`src/rtl/matrix_pkg.sv`:
```
// Shared definitions for the NxN matrix multiplier.
//   state_t     : controller states (ST_IDLE, ST_COMPUTE, ST_DONE)
//   calc_rw     : result element width, wide enough that no sum can overflow
//   clog2_min1  : index counter width, never below one bit
package matrix_pkg;

   typedef enum logic [1:0] {
      ST_IDLE    = 2'd0,
      ST_COMPUTE = 2'd1,
      ST_DONE    = 2'd2
   } state_t;

   // A dot product of N terms of 2*DW-bit products needs clog2(N) growth bits.
   function automatic int calc_rw(input int n, input int dw);
      return (n <= 1) ? 2 * dw : 2 * dw + $clog2(n);
   endfunction

   function automatic int clog2_min1(input int n);
      return (n <= 1) ? 1 : $clog2(n);
   endfunction

endpackage

```
`src/rtl/matrix_mac_lane.sv`:
```
// One multiply-accumulate lane: one multiplier feeding an RW-bit accumulator.
//   clk, rst : clock, asynchronous active-high reset
//   clr      : alone clears the accumulator; with en, loads the product alone
//   en       : adds the current product into the accumulator
//   a, b     : DW-bit operands (two's complement when SIGNED != 0)
//   acc      : running total including this cycle's product (acc_q + a*b),
//              so a row can be written out on its final term without waiting
module matrix_mac_lane #(
   parameter int DW     = 8,
   parameter int RW     = 17,
   parameter int SIGNED = 0
) (
   input  logic          clk,
   input  logic          rst,
   input  logic          clr,
   input  logic          en,
   input  logic [DW-1:0] a,
   input  logic [DW-1:0] b,
   output logic [RW-1:0] acc
);

   logic [2*DW-1:0] prod;
   logic [RW-1:0]   prod_ext;
   logic [RW-1:0]   acc_q;

   // Extending both operands to 2*DW first makes the low 2*DW bits of an
   // unsigned multiply equal the true signed or unsigned product.
   generate
      if (SIGNED != 0) begin : g_sgn
         logic [2*DW-1:0] a_x, b_x;
         assign a_x      = {{DW{a[DW-1]}}, a};
         assign b_x      = {{DW{b[DW-1]}}, b};
         assign prod     = a_x * b_x;
         assign prod_ext = RW'($signed(prod));
      end else begin : g_uns
         logic [2*DW-1:0] a_x, b_x;
         assign a_x      = {{DW{1'b0}}, a};
         assign b_x      = {{DW{1'b0}}, b};
         assign prod     = a_x * b_x;
         assign prod_ext = RW'(prod);
      end
   endgenerate

   assign acc = acc_q + prod_ext;

   always_ff @(posedge clk or posedge rst) begin
      if (rst)            acc_q <= '0;
      else if (clr && en) acc_q <= prod_ext;
      else if (clr)       acc_q <= '0;
      else if (en)        acc_q <= acc;
   end

endmodule

```
`src/rtl/matrix_mult_nxn.sv`:
```
// NxN matrix multiplier with valid/ready handshakes on both sides.
// N lanes compute one row of C per N cycles; the full product is ready
// N*N cycles after operands are accepted and held until taken.
//   clk, rst            : clock, asynchronous active-high reset
//   in_valid / in_ready : operand handshake (ready only in IDLE)
//   a_flat, b_flat      : operands, element [r][c] at [(r*N+c)*DW +: DW]
//   out_valid/out_ready : result handshake (valid only in DONE)
//   c_flat              : product, element [r][c] at [(r*N+c)*RW +: RW]
//   busy                : high while computing
module matrix_mult_nxn import matrix_pkg::*; #(
   parameter int N      = 2,
   parameter int DW     = 8,
   parameter int SIGNED = 0,
   parameter int RW     = calc_rw(N, DW)
) (
   input  logic              clk,
   input  logic              rst,
   input  logic              in_valid,
   output logic              in_ready,
   input  logic [N*N*DW-1:0] a_flat,
   input  logic [N*N*DW-1:0] b_flat,
   output logic              out_valid,
   input  logic              out_ready,
   output logic [N*N*RW-1:0] c_flat,
   output logic              busy
);

   localparam int IW = clog2_min1(N);

   state_t          state, state_nxt;
   logic [IW-1:0]   i_q, k_q;
   logic [DW-1:0]   a_m [N][N];
   logic [DW-1:0]   b_m [N][N];
   logic [N-1:0][RW-1:0] row_sum;
   logic [N*N*RW-1:0] c_q;
   logic            accept, last_k, last_i, lane_clr, lane_en;

   assign accept = in_valid && in_ready;
   assign last_k = (k_q == IW'(N - 1));
   assign last_i = (i_q == IW'(N - 1));
   // Accumulators are cleared on accept and after each row's final term.
   assign lane_clr = accept || (busy && last_k);
   assign lane_en  = busy && !last_k;
   assign c_flat   = c_q;

   always_comb begin
      state_nxt = state;
      in_ready  = 1'b0;
      busy      = 1'b0;
      out_valid = 1'b0;
      case (state)
         ST_IDLE: begin
            in_ready = 1'b1;
            if (in_valid) state_nxt = ST_COMPUTE;
         end
         ST_COMPUTE: begin
            busy = 1'b1;
            if (last_k && last_i) state_nxt = ST_DONE;
         end
         ST_DONE: begin
            out_valid = 1'b1;
            if (out_ready) state_nxt = ST_IDLE;
         end
         default: state_nxt = ST_IDLE;
      endcase
   end

   generate
      for (genvar j = 0; j < N; j++) begin : g_lane
         matrix_mac_lane #(.DW(DW), .RW(RW), .SIGNED(SIGNED)) u_lane (
            .clk (clk),
            .rst (rst),
            .clr (lane_clr),
            .en  (lane_en),
            .a   (a_m[i_q][k_q]),
            .b   (b_m[k_q][j]),
            .acc (row_sum[j])
         );
      end
   endgenerate

   // Operand capture lets the source change a_flat/b_flat right after accept.
   always_ff @(posedge clk) begin
      if (accept) begin
         for (int r = 0; r < N; r++) begin
            for (int c = 0; c < N; c++) begin
               a_m[r][c] <= a_flat[(r*N+c)*DW +: DW];
               b_m[r][c] <= b_flat[(r*N+c)*DW +: DW];
            end
         end
      end
   end

   always_ff @(posedge clk or posedge rst) begin
      if (rst) begin
         state <= ST_IDLE;
         i_q   <= '0;
         k_q   <= '0;
         c_q   <= '0;
      end else begin
         state <= state_nxt;
         if (accept) begin
            i_q <= '0;
            k_q <= '0;
         end else if (busy) begin
            if (last_k) begin
               k_q <= '0;
               // Wrap after the final row so the index never exceeds N-1.
               i_q <= last_i ? '0 : i_q + 1'b1;
               for (int j = 0; j < N; j++)
                  c_q[(int'(i_q)*N+j)*RW +: RW] <= row_sum[j];
            end else begin
               k_q <= k_q + 1'b1;
            end
         end
      end
   end

endmodule

```
`config.mk`:
```
export PLATFORM = sky130hd
export DESIGN_NAME = matrix_mult_nxn
export DESIGN_NICKNAME = d
export VERILOG_FILES = /design/src/rtl/matrix_pkg.sv /design/src/rtl/matrix_mac_lane.sv /design/src/rtl/matrix_mult_nxn.sv
export SDC_FILE = /design/constraint.sdc
export NUM_CORES = 1
export LEC_CHECK = 0
export CAP_MARGIN = 30
export CORE_ASPECT_RATIO = 0.5
export CORE_MARGIN = 3
export CORE_UTILIZATION = 59
export CTS_BUF_LIST = sky130_fd_sc_hd__clkbuf_4 sky130_fd_sc_hd__clkbuf_8
export CTS_CLUSTER_SIZE = 40
export DETAILED_ROUTE_END_ITERATION = 16
export HOLD_SLACK_MARGIN = 0.02
export PLACE_DENSITY = 0.84
export SYNTH_ARGS = -nofsm -noshare
export SYNTH_HDL_FRONTEND = slang
export SYNTH_SLANG_ARGS = --single-unit
```
`constraint.sdc`:
```
create_clock -name clk -period 8.75 [get_ports clk]
set_input_delay 2.1875 -clock clk [delete_from_list [all_inputs] [get_ports clk]]
set_output_delay 2.1875 -clock clk [all_outputs]
set_load 0.05 [all_outputs]
```
==> results of run 1 <==
cell type report:
cell class	count	area (um2)	share of cell area (%)
inverter	114	430.4	3.129
clock buffer	18	247.7	1.801
sequential	170	4576	33.26
multi-input combinational	832	6540	47.54
clock inverter	14	173.9	1.264
timing repair buffer	149	1464	10.64
tap	259	324.1	2.356
through the flow:
stage               instance area [um2]  std cells
finish                            13760       1556
global route                      13760       1556
CTS                               13760       1556
detailed placement                13330       1524
global placement                  13330       1524
floorplan                         11670       1151
path summary, 6_finish.rpt:
kind                                  from    endpoint  slack, ns  cells after the start
min in group asynchronous              rst  c_flat[10]       2.05                      2
worst min register to register  c_flat[44]  c_flat[44]       0.49                      2
max in group asynchronous              rst  c_flat[67]       5.44                      3
worst max-delay path                   i_q  c_flat[49]       1.27                     25
worst max register to register         i_q  c_flat[49]       1.27                     25
worst min-delay path            c_flat[44]  c_flat[44]       0.49                      2
logic make-up (layout without fill, tap and decap cells):
group	count (synthesis)	count (layout)	share of synthesized area, %
multiplexers	44	44	4.321
AND/OR/NAND/NOR	335	335	12.74
AO/OA/AOI/OAI	227	227	11.45
adder cells (fa/ha/maj)	178	178	23.84
flip-flops	170	170	39.20
buffers and inverters	149	295	4.846
XOR/XNOR	48	48	3.603
critical path, delay by kind of cell (launching register included):
kind,cells,cell delay [ns]
simple gates,5,0.91
flops,1,0.83
buf+inv,4,0.20
fa+ha+maj,6,2.74
mux,1,0.76
compound gates,7,1.50
xor+xnor,2,0.39
cells in the final DEF (no fill, tap or decap), drive strengths merged, types with 4 or more instances in the layout:
cell type	count
edfxtp	64
mux2i	20
o21a	8
a21oi	41
nand3	7
nor2	83
ha	104
nor2b	21
clkbuf	18
a21o	17
clkinv	5
mux2	21
clkdlybuf4s50	138
xor2	21
and2	5
o31ai	5
dfrtp	106
buf	11
nand2b	29
nor3	7
nand2	163
o21ai	124
o211ai	4
inv	122
xnor2	27
and3	4
or2	4
fa	74
synth_stat cells (all sizes together), types with 2 or more instances:
cell | number | area share (%)
nor4 | 2 | 0.16
a31oi | 3 | 0.16
a21o | 17 | 1.1
inv | 114 | 3.7
mux2i | 20 | 1.7
xor2 | 21 | 1.6
mux4 | 3 | 0.58
and2 | 5 | 0.27
or3 | 2 | 0.11
and3 | 4 | 0.21
o21bai | 3 | 0.19
edfxtp | 64 | 16
a22o | 3 | 0.23
xnor2 | 27 | 2.0
buf | 10 | 0.38
nor3 | 7 | 0.34
nand3 | 7 | 0.30
ha | 104 | 11
nand4 | 3 | 0.16
clkbuf | 25 | 0.80
o41ai | 2 | 0.28
a211oi | 3 | 0.19
dfrtp | 106 | 23
a41oi | 2 | 0.15
nand2b | 29 | 1.6
nor2 | 83 | 2.7
a21boi | 3 | 0.19
o21ai | 124 | 5.3
fa | 74 | 13
o211ai | 4 | 0.26
or2 | 4 | 0.21
o31ai | 5 | 0.36
nand2 | 163 | 5.3
o21a | 8 | 0.51
nor2b | 21 | 1.1
a21oi | 41 | 1.8
mux2 | 21 | 2.0
per-layer routing:
metal	wire length (um)	up-vias	GRT usage, %	part of all wire, %
met5	0	-	0	0
met4	229	0	5.066	0.84
met3	1892	21	5.523	6.9
met2	11620	313	39.33	43
met1	13560	4203	40.81	50
li1	-	4152	-	-
registers in the layout, summed over array words and instances, names as in the netlist:
register and count:
a_m 32, b_m 32, c_flat 68, g_lane.u_lane.acc_q 34, i_q 1, k_q 1
state 2
==> results.cfg, run 1 <==
[placement]
numPortBuffers = 138
hpwlAfterDp_um = 21490
place_congestion = 0.9385
pre_cts_ws_ns = 1.342

[worst_hold_path]
hold_path.class = flip-flop to flip-flop

[finish]
fill_cells = 1334
drive_gt1_share_pct = 6.014
syn_to_final_growth_pct = 17.87
fin_nets = 1530
antenna_cells = 0
fin_util_pct = 72.88

[worst_setup_path]
critPathSlowestCell = dfrtp_1
worst_ep_arrival_time_ns = 7.83
critPathCaptureType = flip-flop
crit_type = flip-flop to flip-flop
start_kind = flip-flop
cp_data_required_time_ns = 9.10
crit_path_max_incr_delay_ns = 0.83
worst-path-max-fanout = 17

[floorplan]
core-area_um2 = 18870
fp-row-count = 35
pin_count = 139
fp.dieW_um = 204.9
die_h_um = 105.4
initial_core_util_pct = 61.83
dieArea_um2 = 21610

[sta]
tightestPinTransition_ns = 0.8972
finalSetupTns_ns = 0
min_period_ns = 7.478
finalWorstSetupSlack_ns = 1.272
whs_ns = 0.4936
period_share_pct = 85.47
max_freq_mhz = 133.7
hold_viol = 0
setup_viol = 0
skew_ns = 0.02368
rsz0062_at_grt = false
max-slew-margin-rel_pct = 40.19
drv_slew = 0

[detailed_routing]
num_vias = 8689
drt_iter0_markers = 683
dr.pass1.iters = 5
antenna_left = 0
wl_um = 27300
route.detailed.drc = 0
avgViaCountPerCell = 5.584
wl_per_cell_um = 17.55

[cts]
cts_max_level = 4
clock-sinks = 170
post_cts_resized = 0
cts_tree = built
cts.path.max_buffers = 2
cts_hold_buf = 0
cts_setup_buffers = 0
cts_root_buf = clkbuf_8
insertion_delay_ns = 0.49
clkTransAtPathRegs_ns = 0.11
tritoncts.num_buffers = 17

[global_route]
grt_max_degree = 74
antenna_found_initial = 0
grt_use_total_pct = 26.53
grt_pass1_vias = 8728
grt_pass1_wl_um = 45160
overflow = 0

[logic_synthesis]
synth_area_um2 = 11670
netlist_instances = 1151
synthFlopType = dfrtp_1
syn-mean-instance-area_um2 = 10.14
async_flop_share_pct = 62.35
ys_types = 60
ys_ff_latch = 170
synth-edff-count = 64
ys_seq_area_share_pct = 39.20
syn-num-nets = 1397
yosysWarnings = 0

[run_status]
status = completed

[flow_run]
cap_violations = 0
Power of run 1 is not shown: default switching activity piles up to over one toggle a cycle in this logic, so the estimate is an artifact.
==> run 2, diff against run 1 <==
--- a/config.mk
+++ b/config.mk
@@ -5,7 +5,7 @@
 export SDC_FILE = /design/constraint.sdc
 export NUM_CORES = 1
 export LEC_CHECK = 0
-export CAP_MARGIN = 30
+export CAP_MARGIN = 20
 export CORE_ASPECT_RATIO = 0.5
 export CORE_MARGIN = 3
 export CORE_UTILIZATION = 59
@@ -13,7 +13,8 @@
 export CTS_CLUSTER_SIZE = 40
 export DETAILED_ROUTE_END_ITERATION = 16
 export HOLD_SLACK_MARGIN = 0.02
-export PLACE_DENSITY = 0.84
+export PLACE_DENSITY = 0.83
 export SYNTH_ARGS = -nofsm -noshare
 export SYNTH_HDL_FRONTEND = slang
+export SYNTH_HIERARCHICAL = 1
 export SYNTH_SLANG_ARGS = --single-unit
==> run 2 against run 1 <==
Compared with the run above:
- synthesized area rose by 6.8%
- final area rose by 5.1%
- clock skew fell by 0.0084 ns
- non-clock buffer count fell by 5
- critical path depth fell by 4
- sequential cell count did not move
- setup slack improved by 0.041 ns
- register-to-register slack improved by 0.04 ns
- synthesized cell count fell by 5.3%
==> results.cfg, run 2 <==
[run_status]
status = completed

[worst_hold_path]
hold_path.class = flip-flop to flip-flop
min-delay-start = c_flat[38]

[logic_synthesis]
ys_ff_latch = 170
synthFlopType = dfrtp_1
synth_common_cells = 116 x and2_1, 115 x inv_1, 106 x dfrtp_1, 106 x ha_1, 74 x fa_1
yosysWarnings = 6
ys_top_cells_by_area = dfrtp_1 21%, edfxtp_1 15%, fa_1 12%, ha_1 11%, and2_1 5.8%
synth_most_common_cell = and2_1
synth-compound-area-share_pct = 9.183
synth_simple_gate_area_share_pct = 11.15
synthXorXnorAreaFrac_pct = 3.934
muxShareOfSynthArea_pct = 11.79
synth_area_um2 = 12470
synthAdderAreaFrac_pct = 22.52
synth-edff-count = 64
ys_types = 64
ys_seq_area_share_pct = 36.69
syn-num-nets = 1338
synth_area_leader_cell = dfrtp_1
synth_top_family_by_area = adder cells
synth_top_area_share_pct = 21.28
async_flop_share_pct = 62.35
syn-mean-instance-area_um2 = 11.44
netlist_instances = 1090

[worst_setup_path]
start_kind = flip-flop
critPathCaptureType = flip-flop
setup.worst_path.start = i_q
worst-path-max-fanout = 16
cp_data_required_time_ns = 9.13
crit_type = flip-flop to flip-flop
reg2reg_from = i_q
worst_ep_arrival_time_ns = 7.81

[sta]
hold_viol = 0
max_freq_mhz = 134.5
max-slew-margin-rel_pct = 37.60
drv_slew = 0
min_period_ns = 7.437
skew_ns = 0.01527
tightestPinTransition_ns = 0.9360
finalSetupTns_ns = 0
period_share_pct = 84.99
setup_viol = 0
rsz0062_at_grt = false

[placement]
hpwlAfterDp_um = 21980
place_congestion = 0.9325
dp.cells = 1469
numPortBuffers = 138

[finish]
syn_to_final_growth_pct = 15.96
antenna_cells = 0
fin_nets = 1470
mostFrequentLayoutCells = 138 x clkdlybuf4s50_1, 115 x and2_1, 114 x inv_1
multiInputGateArea_um2 = 7312
fin_util_pct = 71.96
largest_reg_flops = 68
final_common_cell = clkdlybuf4s50_1
regArea_um2 = 4574
fill_cells = 1436
fin_cells = 1500
drive_gt1_share_pct = 11.91

[cts]
insertion_delay_ns = 0.49
cts_root_buf = clkbuf_8
cts_hold_buf = 0
cts_max_level = 4
cts_tree = built
clock-sinks = 170
tritoncts.num_buffers = 17
clkTransAtPathRegs_ns = 0.09
cts.path.max_buffers = 2
post_cts_resized = 0
cts_setup_buffers = 0

[detailed_routing]
wl_um = 28580
wl_per_cell_um = 19.05
num_vias = 8537
dr.pass1.iters = 5
route.detailed.drc = 0
drt_iter0_markers = 665
avgViaCountPerCell = 5.691
antenna_left = 0

[global_route]
overflow = 0
antenna_found_initial = 0
grt_max_degree = 73
grt.busiest_layer = met2
grtUsageMet3_pct = 6.151
grt_pass1_vias = 8916
grt_pass1_wl_um = 46790
use_met2_pct = 40.43
grt_use_met1_pct = 38.33
grt_use_total_pct = 26.23

[floorplan]
initial_core_util_pct = 62.06
die_h_um = 108.8
fp-row-count = 36
dieArea_um2 = 23020
core-area_um2 = 20090
pin_count = 139
fp.dieW_um = 211.6

[flow_run]
cap_violations = 0
==> run 2: changes by cell type in the layout (fill, tap and decap cells not counted), moves of 5 or more <==
cell,previous run,this run
and2_1,4,115
nand2_1,162,63
o21ai_1,99,6
nor2_1,83,23
mux2_2,16,53
mux2_4,0,29
nand2b_1,29,1
nor2b_1,21,9
nand3_1,6,17
xnor2_1,27,37
o21ai_0,25,34
a31oi_1,3,9
buf_4,11,6
inv_8,6,1
==> run 2: worst paths after layout <==
check                                                 end  slack [ns]  cells after the start
min in group asynchronous       g_lane[1].u_lane/acc_q[8]        2.24                      2
max in group asynchronous                       c_flat[3]        5.74                      3
worst min register to register                 c_flat[38]        0.51                      1
worst max register to register                 c_flat[15]        1.31                     21
worst max-delay path                           c_flat[15]        1.31                     21
worst min-delay path                           c_flat[38]        0.51                      1
==> run 2: critical path: stages (launching register included) <==
cell and delay (ns):
dfrtp_1 0.76, mux4_1 0.91, and2_1 0.30, fa_1 0.51, fa_1 0.44, fa_1 0.54, inv_1 0.05, fa_1 0.52
inv_1 0.04, ha_1 0.37, a21o_1 0.23, a21o_1 0.21, a41o_1 0.22, a21oi_1 0.18, xnor2_1 0.27, ha_1 0.39
a21o_1 0.24, a2111oi_0 0.41, o21ai_1 0.12, o22ai_1 0.19, xnor2_1 0.13, mux2_4 0.26
==> run 2: cells by family after synthesis <==
family,Yosys count
buffers and inverters,146
XOR/XNOR,56
adder cells (fa/ha/maj),180
multiplexers,115
AND/OR/NAND/NOR,255
AO/OA/AOI/OAI,168
flip-flops,170
==> run 2: cell type report <==
type                    instances  area share (%)
flip-flops and latches        170           31.64
well taps                     266           2.302
multi-input cells             774           50.58
clock buffers                  20           1.861
repair buffers                144           9.867
inverters                     115           2.986
clock inverters                11          0.7616
==> run 2: through the flow <==
step                hold slack, ns  worst slack [ns]  instance area, um2
CTS                         0.5073             1.407               14460
floorplan                   0.4686             2.140               12470
global route                0.5256            0.9423               14460
detailed placement          0.4876             1.429               14080
global placement            0.4777             1.668               14080
finish                      0.5079             1.313               14460
==> run 2: routing by layer <==
metal / vias to the layer above / routed length (um)
met2: 288 / 12520
li1: 3999 / -
met3: 24 / 1847
met1: 4226 / 13910
met4: 0 / 301
met5: - / 0
Power of run 2 is left out for the same reason.
